===== src/rtl/mmu_pkg.sv =====
//==============================================================================
// Module      : mmu_pkg
// Description : Shared widths and step constants for the 2x2 MMU systolic array.
// Revision    : 1.0 - initial release
//==============================================================================
`default_nettype none

package mmu_pkg;

    localparam int DATA_W         = 8;
    localparam int ACC_W          = 18;
    localparam int STEPS_TO_VALID = 4;
    localparam int STEP_W         = 3;

    typedef logic [STEP_W-1:0] step_t;

endpackage : mmu_pkg

`default_nettype wire


===== src/rtl/mmu_pe.sv =====
//==============================================================================
// Module      : mmu_pe
// Description : Output-stationary processing element: multiply-accumulate plus
//               one-step forwarding of both operands to its neighbours.
// Revision    : 1.0 - initial release
//==============================================================================
`default_nettype none

module mmu_pe #(
    parameter int DATA_W = mmu_pkg::DATA_W,
    parameter int ACC_W  = mmu_pkg::ACC_W
) (
    input  logic              clk,
    input  logic              rst,
    input  logic              clear,
    input  logic              en,
    input  logic [DATA_W-1:0] a_in,
    input  logic [DATA_W-1:0] b_in,
    output logic [DATA_W-1:0] a_fwd,
    output logic [DATA_W-1:0] b_fwd,
    output logic [ACC_W-1:0]  acc
);

    import mmu_pkg::*;

    logic [2*DATA_W-1:0] w_prod;
    logic [ACC_W-1:0]    r_acc;
    logic [DATA_W-1:0]   r_a_fwd;
    logic [DATA_W-1:0]   r_b_fwd;

    assign w_prod = a_in * b_in;

    // Accumulator wraps modulo 2^ACC_W; the product is zero-extended.
    always_ff @(posedge clk) begin
        if (rst || clear) begin
            r_acc   <= '0;
            r_a_fwd <= '0;
            r_b_fwd <= '0;
        end else if (en) begin
            r_acc   <= r_acc + ACC_W'(w_prod);
            r_a_fwd <= a_in;
            r_b_fwd <= b_in;
        end
    end

    assign acc   = r_acc;
    assign a_fwd = r_a_fwd;
    assign b_fwd = r_b_fwd;

endmodule : mmu_pe

`default_nettype wire


===== src/rtl/mmu_array_2x2.sv =====
//==============================================================================
// Module      : mmu_array_2x2
// Description : 2x2 output-stationary systolic array computing C = A x B from
//               skewed row/column operand streams, with optional saturation.
// Revision    : 1.0 - initial release
//==============================================================================
`default_nettype none

module mmu_array_2x2 #(
    parameter int DATA_W   = mmu_pkg::DATA_W,
    parameter int ACC_W    = mmu_pkg::ACC_W,
    parameter bit SATURATE = 1'b1
) (
    input  logic              clk,
    input  logic              rst,
    input  logic              clear,
    input  logic              en,
    input  logic [DATA_W-1:0] a_data0,
    input  logic [DATA_W-1:0] a_data1,
    input  logic [DATA_W-1:0] b_data0,
    input  logic [DATA_W-1:0] b_data1,
    output logic [DATA_W-1:0] c_0,
    output logic [DATA_W-1:0] c_1,
    output logic [DATA_W-1:0] c_2,
    output logic [DATA_W-1:0] c_3,
    output logic              valid
);

    import mmu_pkg::*;

    localparam step_t C_STEP_DONE = step_t'(STEPS_TO_VALID);
    localparam step_t C_STEP_ONE  = step_t'(1);

    logic [DATA_W-1:0]          w_a00_fwd;
    logic [DATA_W-1:0]          w_b00_fwd;
    logic [DATA_W-1:0]          w_b01_fwd;
    logic [DATA_W-1:0]          w_a10_fwd;
    logic [DATA_W-1:0]          w_a01_fwd_unused;
    logic [DATA_W-1:0]          w_b10_fwd_unused;
    logic [DATA_W-1:0]          w_a11_fwd_unused;
    logic [DATA_W-1:0]          w_b11_fwd_unused;
    logic [3:0][ACC_W-1:0]      w_acc;
    logic [3:0][DATA_W-1:0]     w_c;

    step_t                      r_step;
    logic                       r_valid;

    // A flows left-to-right along rows, B flows top-to-bottom along columns.
    mmu_pe #(.DATA_W(DATA_W), .ACC_W(ACC_W)) u_pe00 (
        .clk   (clk),
        .rst   (rst),
        .clear (clear),
        .en    (en),
        .a_in  (a_data0),
        .b_in  (b_data0),
        .a_fwd (w_a00_fwd),
        .b_fwd (w_b00_fwd),
        .acc   (w_acc[0])
    );

    mmu_pe #(.DATA_W(DATA_W), .ACC_W(ACC_W)) u_pe01 (
        .clk   (clk),
        .rst   (rst),
        .clear (clear),
        .en    (en),
        .a_in  (w_a00_fwd),
        .b_in  (b_data1),
        .a_fwd (w_a01_fwd_unused),
        .b_fwd (w_b01_fwd),
        .acc   (w_acc[1])
    );

    mmu_pe #(.DATA_W(DATA_W), .ACC_W(ACC_W)) u_pe10 (
        .clk   (clk),
        .rst   (rst),
        .clear (clear),
        .en    (en),
        .a_in  (a_data1),
        .b_in  (w_b00_fwd),
        .a_fwd (w_a10_fwd),
        .b_fwd (w_b10_fwd_unused),
        .acc   (w_acc[2])
    );

    mmu_pe #(.DATA_W(DATA_W), .ACC_W(ACC_W)) u_pe11 (
        .clk   (clk),
        .rst   (rst),
        .clear (clear),
        .en    (en),
        .a_in  (w_a10_fwd),
        .b_in  (w_b01_fwd),
        .a_fwd (w_a11_fwd_unused),
        .b_fwd (w_b11_fwd_unused),
        .acc   (w_acc[3])
    );

    // Step counter saturates at the done value so valid latches until clear.
    always_ff @(posedge clk) begin
        if (rst || clear) begin
            r_step  <= '0;
            r_valid <= 1'b0;
        end else if (en && (r_step != C_STEP_DONE)) begin
            r_step  <= r_step + C_STEP_ONE;
            r_valid <= (r_step == (C_STEP_DONE - C_STEP_ONE));
        end
    end

    for (genvar k = 0; k < 4; k++) begin : g_out
        if (SATURATE) begin : g_sat
            assign w_c[k] = (|w_acc[k][ACC_W-1:DATA_W]) ? {DATA_W{1'b1}}
                                                        : w_acc[k][DATA_W-1:0];
        end else begin : g_wrap
            assign w_c[k] = w_acc[k][DATA_W-1:0];
        end
    end

    assign c_0   = w_c[0];
    assign c_1   = w_c[1];
    assign c_2   = w_c[2];
    assign c_3   = w_c[3];
    assign valid = r_valid;

endmodule : mmu_array_2x2

`default_nettype wire


===== config.mk =====
export PLATFORM = sky130hd
export DESIGN_NAME = mmu_array_2x2
export DESIGN_NICKNAME = d
export VERILOG_FILES = /design/src/rtl/mmu_pkg.sv /design/src/rtl/mmu_pe.sv /design/src/rtl/mmu_array_2x2.sv
export SDC_FILE = /design/constraint.sdc
export NUM_CORES = 1
export LEC_CHECK = 0
export BUFFER_PORTS_ARGS = -buffer_cell sky130_fd_sc_hd__buf_2
export CAP_MARGIN = 20
export CORE_ASPECT_RATIO = 2
export CORE_MARGIN = 1.5
export CORE_UTILIZATION = 31
export CTS_CLUSTER_SIZE = 25
export DETAILED_ROUTE_END_ITERATION = 8
export SETUP_SLACK_MARGIN = 0.05
export SLEW_MARGIN = 30
export SYNTH_ARGS = -nofsm -noshare
export SYNTH_HDL_FRONTEND = slang
export SYNTH_SLANG_ARGS = --single-unit

===== constraint.sdc =====
create_clock -name clk -period 9.9 [get_ports clk]
set_input_delay 1.485 -clock clk [delete_from_list [all_inputs] [get_ports clk]]
set_output_delay 1.485 -clock clk [all_outputs]
set_load 0.05 [all_outputs]

==> impl_metrics.env, run 1 <==
export IMPL_antenna_found_initial=0
export IMPL_dieArea_um2=49300
export IMPL_p_leak_nw=8.50
export IMPL_num_rows=113
export IMPL_skew_ns=0.0168
export IMPL_r2r_end="u_pe10.acc[17]"
export IMPL_grt_max_degree=70
export IMPL_ys_top_cells_by_count="391 x inv_1, 200 x fa_1, 163 x ha_1"
export IMPL_critPathArrivalTime_ns=5.66
export IMPL_syn_area_um2=14900
export IMPL_synthArstFlopShare=0
export IMPL_fin_crit_sh=0.544
export IMPL_synth_distinct_cells=65
export IMPL_drtAntennaViolNets=0
export IMPL_insertedDiodeCount=0
export IMPL_run_status="finished, final reports clean"
export IMPL_clock_latency_ns=0.40
export IMPL_r2r_slack_ns=5.09
export IMPL_grt_pass1_vias=12600
export IMPL_hpwl_um=33400
export IMPL_yosysWarnings=0
export IMPL_synth_edf_count=0
export IMPL_dp_slack_ns=4.13
export IMPL_routedWlPerCell_um=17.0
export IMPL_die_w_um=158
export IMPL_cts_buffer_depth=2
export IMPL_worst_ep_required_time_ns=10.17
export IMPL_ys_seq_area_frac=0.146
export IMPL_layout_nets=2176
export IMPL_initial_utilization=0.314
export IMPL_grt_setup_unrepaired="no"
export IMPL_crit_type="in2reg"
export IMPL_cts_max_level=3
export IMPL_remaining_drc_errors=0
export IMPL_synthDominantCellAreaShare=0.270
export IMPL_ctsHoldBuffers=0
export IMPL_vias_per_cell=4.89
export IMPL_overflow=0
export IMPL_slew_headroom=0.382
export IMPL_dr_pass1_iters=5
export IMPL_power_mw=2.21
export IMPL_holdCritPathClass="reg2reg"
export IMPL_fmax_ghz=0.186
export IMPL_cap_violations=0
export IMPL_yosysTopAreaCell="fa_1"
export IMPL_yosysMostFrequentCell="inv_1"
export IMPL_setup_slack_ns=4.51
export IMPL_worst_pin_slew_ns=0.928
export IMPL_ys_flop_type="dfxtp_1"
export IMPL_cp_max_fo=9
export IMPL_cts_buffers=9
export IMPL_cts_setup_buffers=0
export IMPL_num_vias=11800
export IMPL_synthToLayoutAreaGrowth_pct=9.20
export IMPL_setup_viol=0
export IMPL_cts_sinks=108
export IMPL_gp_routability_congestion=0.865
export IMPL_grt_usage=0.177
export IMPL_slew_violations=0
export IMPL_syn_inst=1740
export IMPL_drive_above_1_share=0.0718
export IMPL_grt_pass1_wl_um=66600
export IMPL_critPathCaptureType="flip-flop"
export IMPL_pin_count=69
export IMPL_irDropWorstVdd_uv=396
export IMPL_tritoncts="built"
export IMPL_r2r_start="u_pe00.b_fwd[0]"
export IMPL_p_per_area_nw_per_um2=136
export IMPL_drtIter0Drc=440
export IMPL_synth_seq_cells=108
export IMPL_syn_area_per_cell_um2=8.54
export IMPL_totalWireLength_um=41000
export IMPL_synth_area_leaders="fa_1 27%, dfxtp_1 15%, ha_1 14%"
export IMPL_fp_dieH_um=313
export IMPL_reg2reg_depth=16
export IMPL_critPathLaunch="a_data1[6]"
export IMPL_syn_nets=2139
export IMPL_period_minus_slack_ns=5.39
export IMPL_io_buffers=68
export IMPL_core_um2=47400
export IMPL_ctsResizeCount=0
export IMPL_final_hold_viol_count=0
export IMPL_worstSetupEndpoint="u_pe10.acc[17]"
export IMPL_root_buffer="clkbuf_16"
export IMPL_path_clk_slew_ns=0.09
export IMPL_finalSetupTns_ns=0
export IMPL_startpoint_type="input port"
-- cells in the final DEF, fill, tap and decap left out, types with 3 or more instances in the layout --
master / instances
a31o_2: 3
nor2_1: 114
o21ai_1: 5
o21ai_0: 23
or3_1: 5
a211o_1: 3
buf_4: 16
a211oi_1: 13
nand3_1: 24
and2_1: 143
inv_1: 391
buf_2: 67
xnor2_1: 20
clkbuf_16: 9
nand4_1: 33
a31oi_1: 5
a32oi_1: 3
o21a_1: 6
nor4_1: 11
ha_1: 163
o21bai_1: 6
o31ai_1: 9
nor3_1: 17
dfxtp_1: 108
a21oi_1: 51
mux2i_1: 73
and3_1: 4
a311oi_1: 3
clkinv_8: 3
or2_2: 7
a21oi_2: 3
fa_1: 200
a21o_1: 22
xor2_1: 13
nor2b_1: 8
nand2_1: 146
nand2b_1: 6
-- metal layers --
layer / vias to the layer above / global-route usage / routed length, um
met1: 5961 / 0.171 / 14100
met4: 0 / 0.0935 / 2210
met3: 89 / 0.0187 / 1020
met5: - / 0 / 0
met2: 204 / 0.353 / 23800
li1: 5540 / - / -
-- through the flow --
stage | instance area (um^2) | cells | hold slack, ns | util
4_1_cts | 16200 | 2414 | 0.467 | 0.342
3_3_place_gp | 15900 | 2398 | 0.452 | 0.335
5_1_grt | 16200 | 2414 | 0.508 | 0.342
3_5_place_dp | 15900 | 2398 | 0.454 | 0.335
2_1_floorplan | 14900 | 1740 | 0.441 | -
6_report | 16200 | 2414 | 0.465 | 0.342
-- how the worst min path moves through the flow --
stage / from / to / depth (start not counted)
after floorplan: u_pe01.acc[7] / u_pe01.acc[7] / 2
after global placement: u_pe01.acc[7] / u_pe01.acc[7] / 2
after detailed placement: u_pe01.acc[7] / u_pe01.acc[7] / 2
after CTS: u_pe01.acc[7] / u_pe01.acc[7] / 2
after global routing: u_pe10.acc[7] / u_pe10.acc[7] / 2
final: u_pe01.acc[7] / u_pe01.acc[7] / 2
-- power by group --
group	internal, mW	switching [mW]
clock	0.185	0.230
sequential	0.458	0.0353
combinational	0.455	0.847
total	1.10	1.11
-- cell families (layout without fill, tap and decap cells) --
group                      after synthesis  after routing  share of synthesized area
DFF                                    108            108                      0.146
buffers and inverters                  448            490                      0.114
AOI/OAI and AO/OA                      179            179                     0.0838
xor gates and xnor gates                33             33                     0.0195
muxes                                   74             74                     0.0500
adders and majority gates              363            363                      0.407
and+or+nand+nor                        535            535                      0.180
-- critical path: stages --
cell and delay, ns:
buf_2 0.20, nand2_1 0.11, fa_1 0.54, inv_1 0.06, fa_1 0.51, inv_1 0.06
fa_1 0.51, fa_1 0.50, inv_1 0.04, ha_1 0.31, o21a_1 0.20, o31ai_1 0.16
a211oi_1 0.44, o21ai_1 0.17, mux2i_1 0.20, xnor2_1 0.13, nor2_1 0.05
-- area by class of cell --
type / count / area [um^2]
fill: 4913 / 31100
multi-input combinational: 1184 / 11000
sequential: 108 / 2160
inverter: 391 / 1470
tap: 632 / 791
timing repair buffer: 83 / 455
clock buffer: 9 / 225
clock inverter: 7 / 93.8
-- registers in the layout, summed over array words and instances (netlist names) --
name / cells
u_pe00.b_fwd: 8
u_pe01.b_fwd: 8
u_pe00.a_fwd: 8
u_pe10.a_fwd: 8
u_pe11.acc: 18
valid: 1
r_step: 3
u_pe00.acc: 18
u_pe01.acc: 18
u_pe10.acc: 18
(Power assumes the default switching activity.)
==> run 2, diff against run 1 <==
Clock period 9.9 ns to 4.95 ns, I/O delays scaled along.
==> impl_metrics.env, run 2 (synthesis results as in run 1) <==
export IMPL_drive_above_1_share=0.106
export IMPL_power_mw=4.50
export IMPL_grt_setup_unrepaired="no"
export IMPL_vias_per_cell=4.77
export IMPL_antenna_found_initial=0
export IMPL_remaining_drc_errors=0
export IMPL_routedWlPerCell_um=16.3
export IMPL_r2r_end="u_pe10.acc[17]"
export IMPL_setup_viol=0
export IMPL_grt_pass1_vias=13000
export IMPL_pin_count=69
export IMPL_period_minus_slack_ns=4.67
export IMPL_min_to="u_pe01.acc[7]"
export IMPL_gp_routability_congestion=0.891
export IMPL_dr_pass1_iters=5
export IMPL_run_status="finished, final reports clean"
export IMPL_p_sw_frac=0.484
export IMPL_path_cells="nand2_1, fa_1, inv_1, fa_1, fa_1, inv_1, fa_1, inv_1, ha_1, or2_2, a31oi_1, a211oi_1, buf_4, o21ai_1, mux2i_1, xnor2_1, nor2_1"
export IMPL_critPathCaptureType="flip-flop"
export IMPL_fin_area_um2=16700
export IMPL_num_rows=113
export IMPL_r2r_start="u_pe00.b_fwd[3]"
export IMPL_fmax_ghz=0.214
export IMPL_ctsHoldBuffers=0
export IMPL_hpwl_um=33300
export IMPL_dp_slack_ns=-0.0887
export IMPL_grt_pass1_wl_um=65700
export IMPL_dp_cells=2457
export IMPL_clkPwrFrac=0.172
export IMPL_maxUsedRoutingLayer="met4"
export IMPL_cts_setup_buffers=0
export IMPL_final_common_cell="inv_1"
export IMPL_m1WireLength_um=14100
export IMPL_holdCritPathClass="reg2reg"
export IMPL_insertedDiodeCount=0
export IMPL_setup_slack_ns=0.285
export IMPL_power_frac_comb=0.610
export IMPL_initial_utilization=0.314
export IMPL_overflow=0
export IMPL_stdcell_count=2473
export IMPL_timing_hold_ws_ns=0.467
export IMPL_cap_violations=0
export IMPL_slew_headroom=0.390
export IMPL_final_hold_viol_count=0
export IMPL_dieArea_um2=49300
export IMPL_core_um2=47400
export IMPL_worst_pin_slew_ns=0.915
export IMPL_root_buffer="clkbuf_16"
export IMPL_synthToLayoutAreaGrowth_pct=12.1
export IMPL_pwr_share_seq=0.218
export IMPL_cts_max_level=3
export IMPL_cp_max_fo=8
export IMPL_fp_dieH_um=313
export IMPL_grt_max_degree=71
export IMPL_worstHoldPathCells=2
export IMPL_p_switching_mw=2.18
export IMPL_worst_ep_required_time_ns=5.20
export IMPL_grt_usage=0.173
export IMPL_drtAntennaViolNets=0
export IMPL_post_route_util=0.352
export IMPL_slowest_stage="dfxtp_1"
export IMPL_critPathArrivalTime_ns=4.92
export IMPL_layout_nets=2235
export IMPL_final_cell_mix="391 x inv_1, 200 x fa_1, 163 x ha_1, 146 x nand2_1, 143 x and2_1"
export IMPL_reg2reg_depth=17
export IMPL_drtIter0Drc=472
export IMPL_wl_met2_um=23200
export IMPL_path_buf_inv=4
export IMPL_num_vias=11800
export IMPL_startpoint_type="flip-flop"
export IMPL_clock_latency_ns=0.40
export IMPL_irDropWorstVdd_uv=955
export IMPL_cts_sinks=108
export IMPL_postPlaceCellArea_um2=16300
export IMPL_tritoncts="built"
export IMPL_min_from="u_pe01.acc[7]"
export IMPL_r2r_slack_ns=0.28
export IMPL_finalSetupTns_ns=0
export IMPL_met3_length_um=725
export IMPL_skew_ns=0.0123
export IMPL_path_clk_slew_ns=0.08
export IMPL_fin_crit_sh=0.942
export IMPL_path_common_cell="fa_1"
export IMPL_die_w_um=158
export IMPL_totalWireLength_um=40200
export IMPL_p_int_mw=2.32
export IMPL_io_buffers=68
export IMPL_p_leak_nw=8.79
export IMPL_p_per_area_nw_per_um2=270
export IMPL_ctsResizeCount=0
export IMPL_crit_path_max_incr_delay_ns=0.56
export IMPL_cp_top_family="adder cells"
export IMPL_crit_type="reg2reg"
export IMPL_cts_buffer_depth=2
export IMPL_cts_buffers=9
export IMPL_slew_violations=0
run 2: metal layers:
layer,up-vias,GRT usage
li1,5647,-
met1,5914,0.168
met2,163,0.344
met3,84,0.0180
met4,0,0.0963
met5,-,0
run 2: worst max-delay path by stage:
stage                    start             end  slack, ns  cells past startpoint
5_1_grt        u_pe01.b_fwd[1]  u_pe11.acc[17]       0.06                     16
6_report       u_pe00.b_fwd[3]  u_pe10.acc[17]       0.28                     17
4_1_cts        u_pe00.b_fwd[2]  u_pe10.acc[17]       0.18                     17
3_3_place_gp        b_data1[5]  u_pe01.acc[17]       0.01                     16
3_5_place_dp        b_data1[5]  u_pe01.acc[17]      -0.09                     16
2_1_floorplan       b_data0[0]  u_pe00.acc[17]       0.16                     17
run 2: final cells by class:
class                           instances  area (um^2)
Inverter                              391         1470
Multi-Input combinational cell       1184        11000
Clock inverter                          7         68.8
Tap cell                              632          791
Clock buffer                            9          225
Sequential cell                       108         2170
Timing Repair Buffer                  142          898
Fill cell                            4890        30700
run 2: power groups by stage:
stage,Combinational [mW],Sequential (mW),Clock (mW)
final,2.74,0.978,0.775
after global routing,3.04,0.984,0.833
after CTS,2.76,0.974,0.811
after detailed placement,2.74,0.994,0
after global placement,2.70,0.993,0
after floorplan,1.98,0.963,0
run 2: worst min-delay path: cells and delay by family (launching register included):
family,cells,cell delay [ns]
AO/OA/AOI/OAI,1,0.05
AND/OR/NAND/NOR,1,0.06
flip-flops,1,0.32
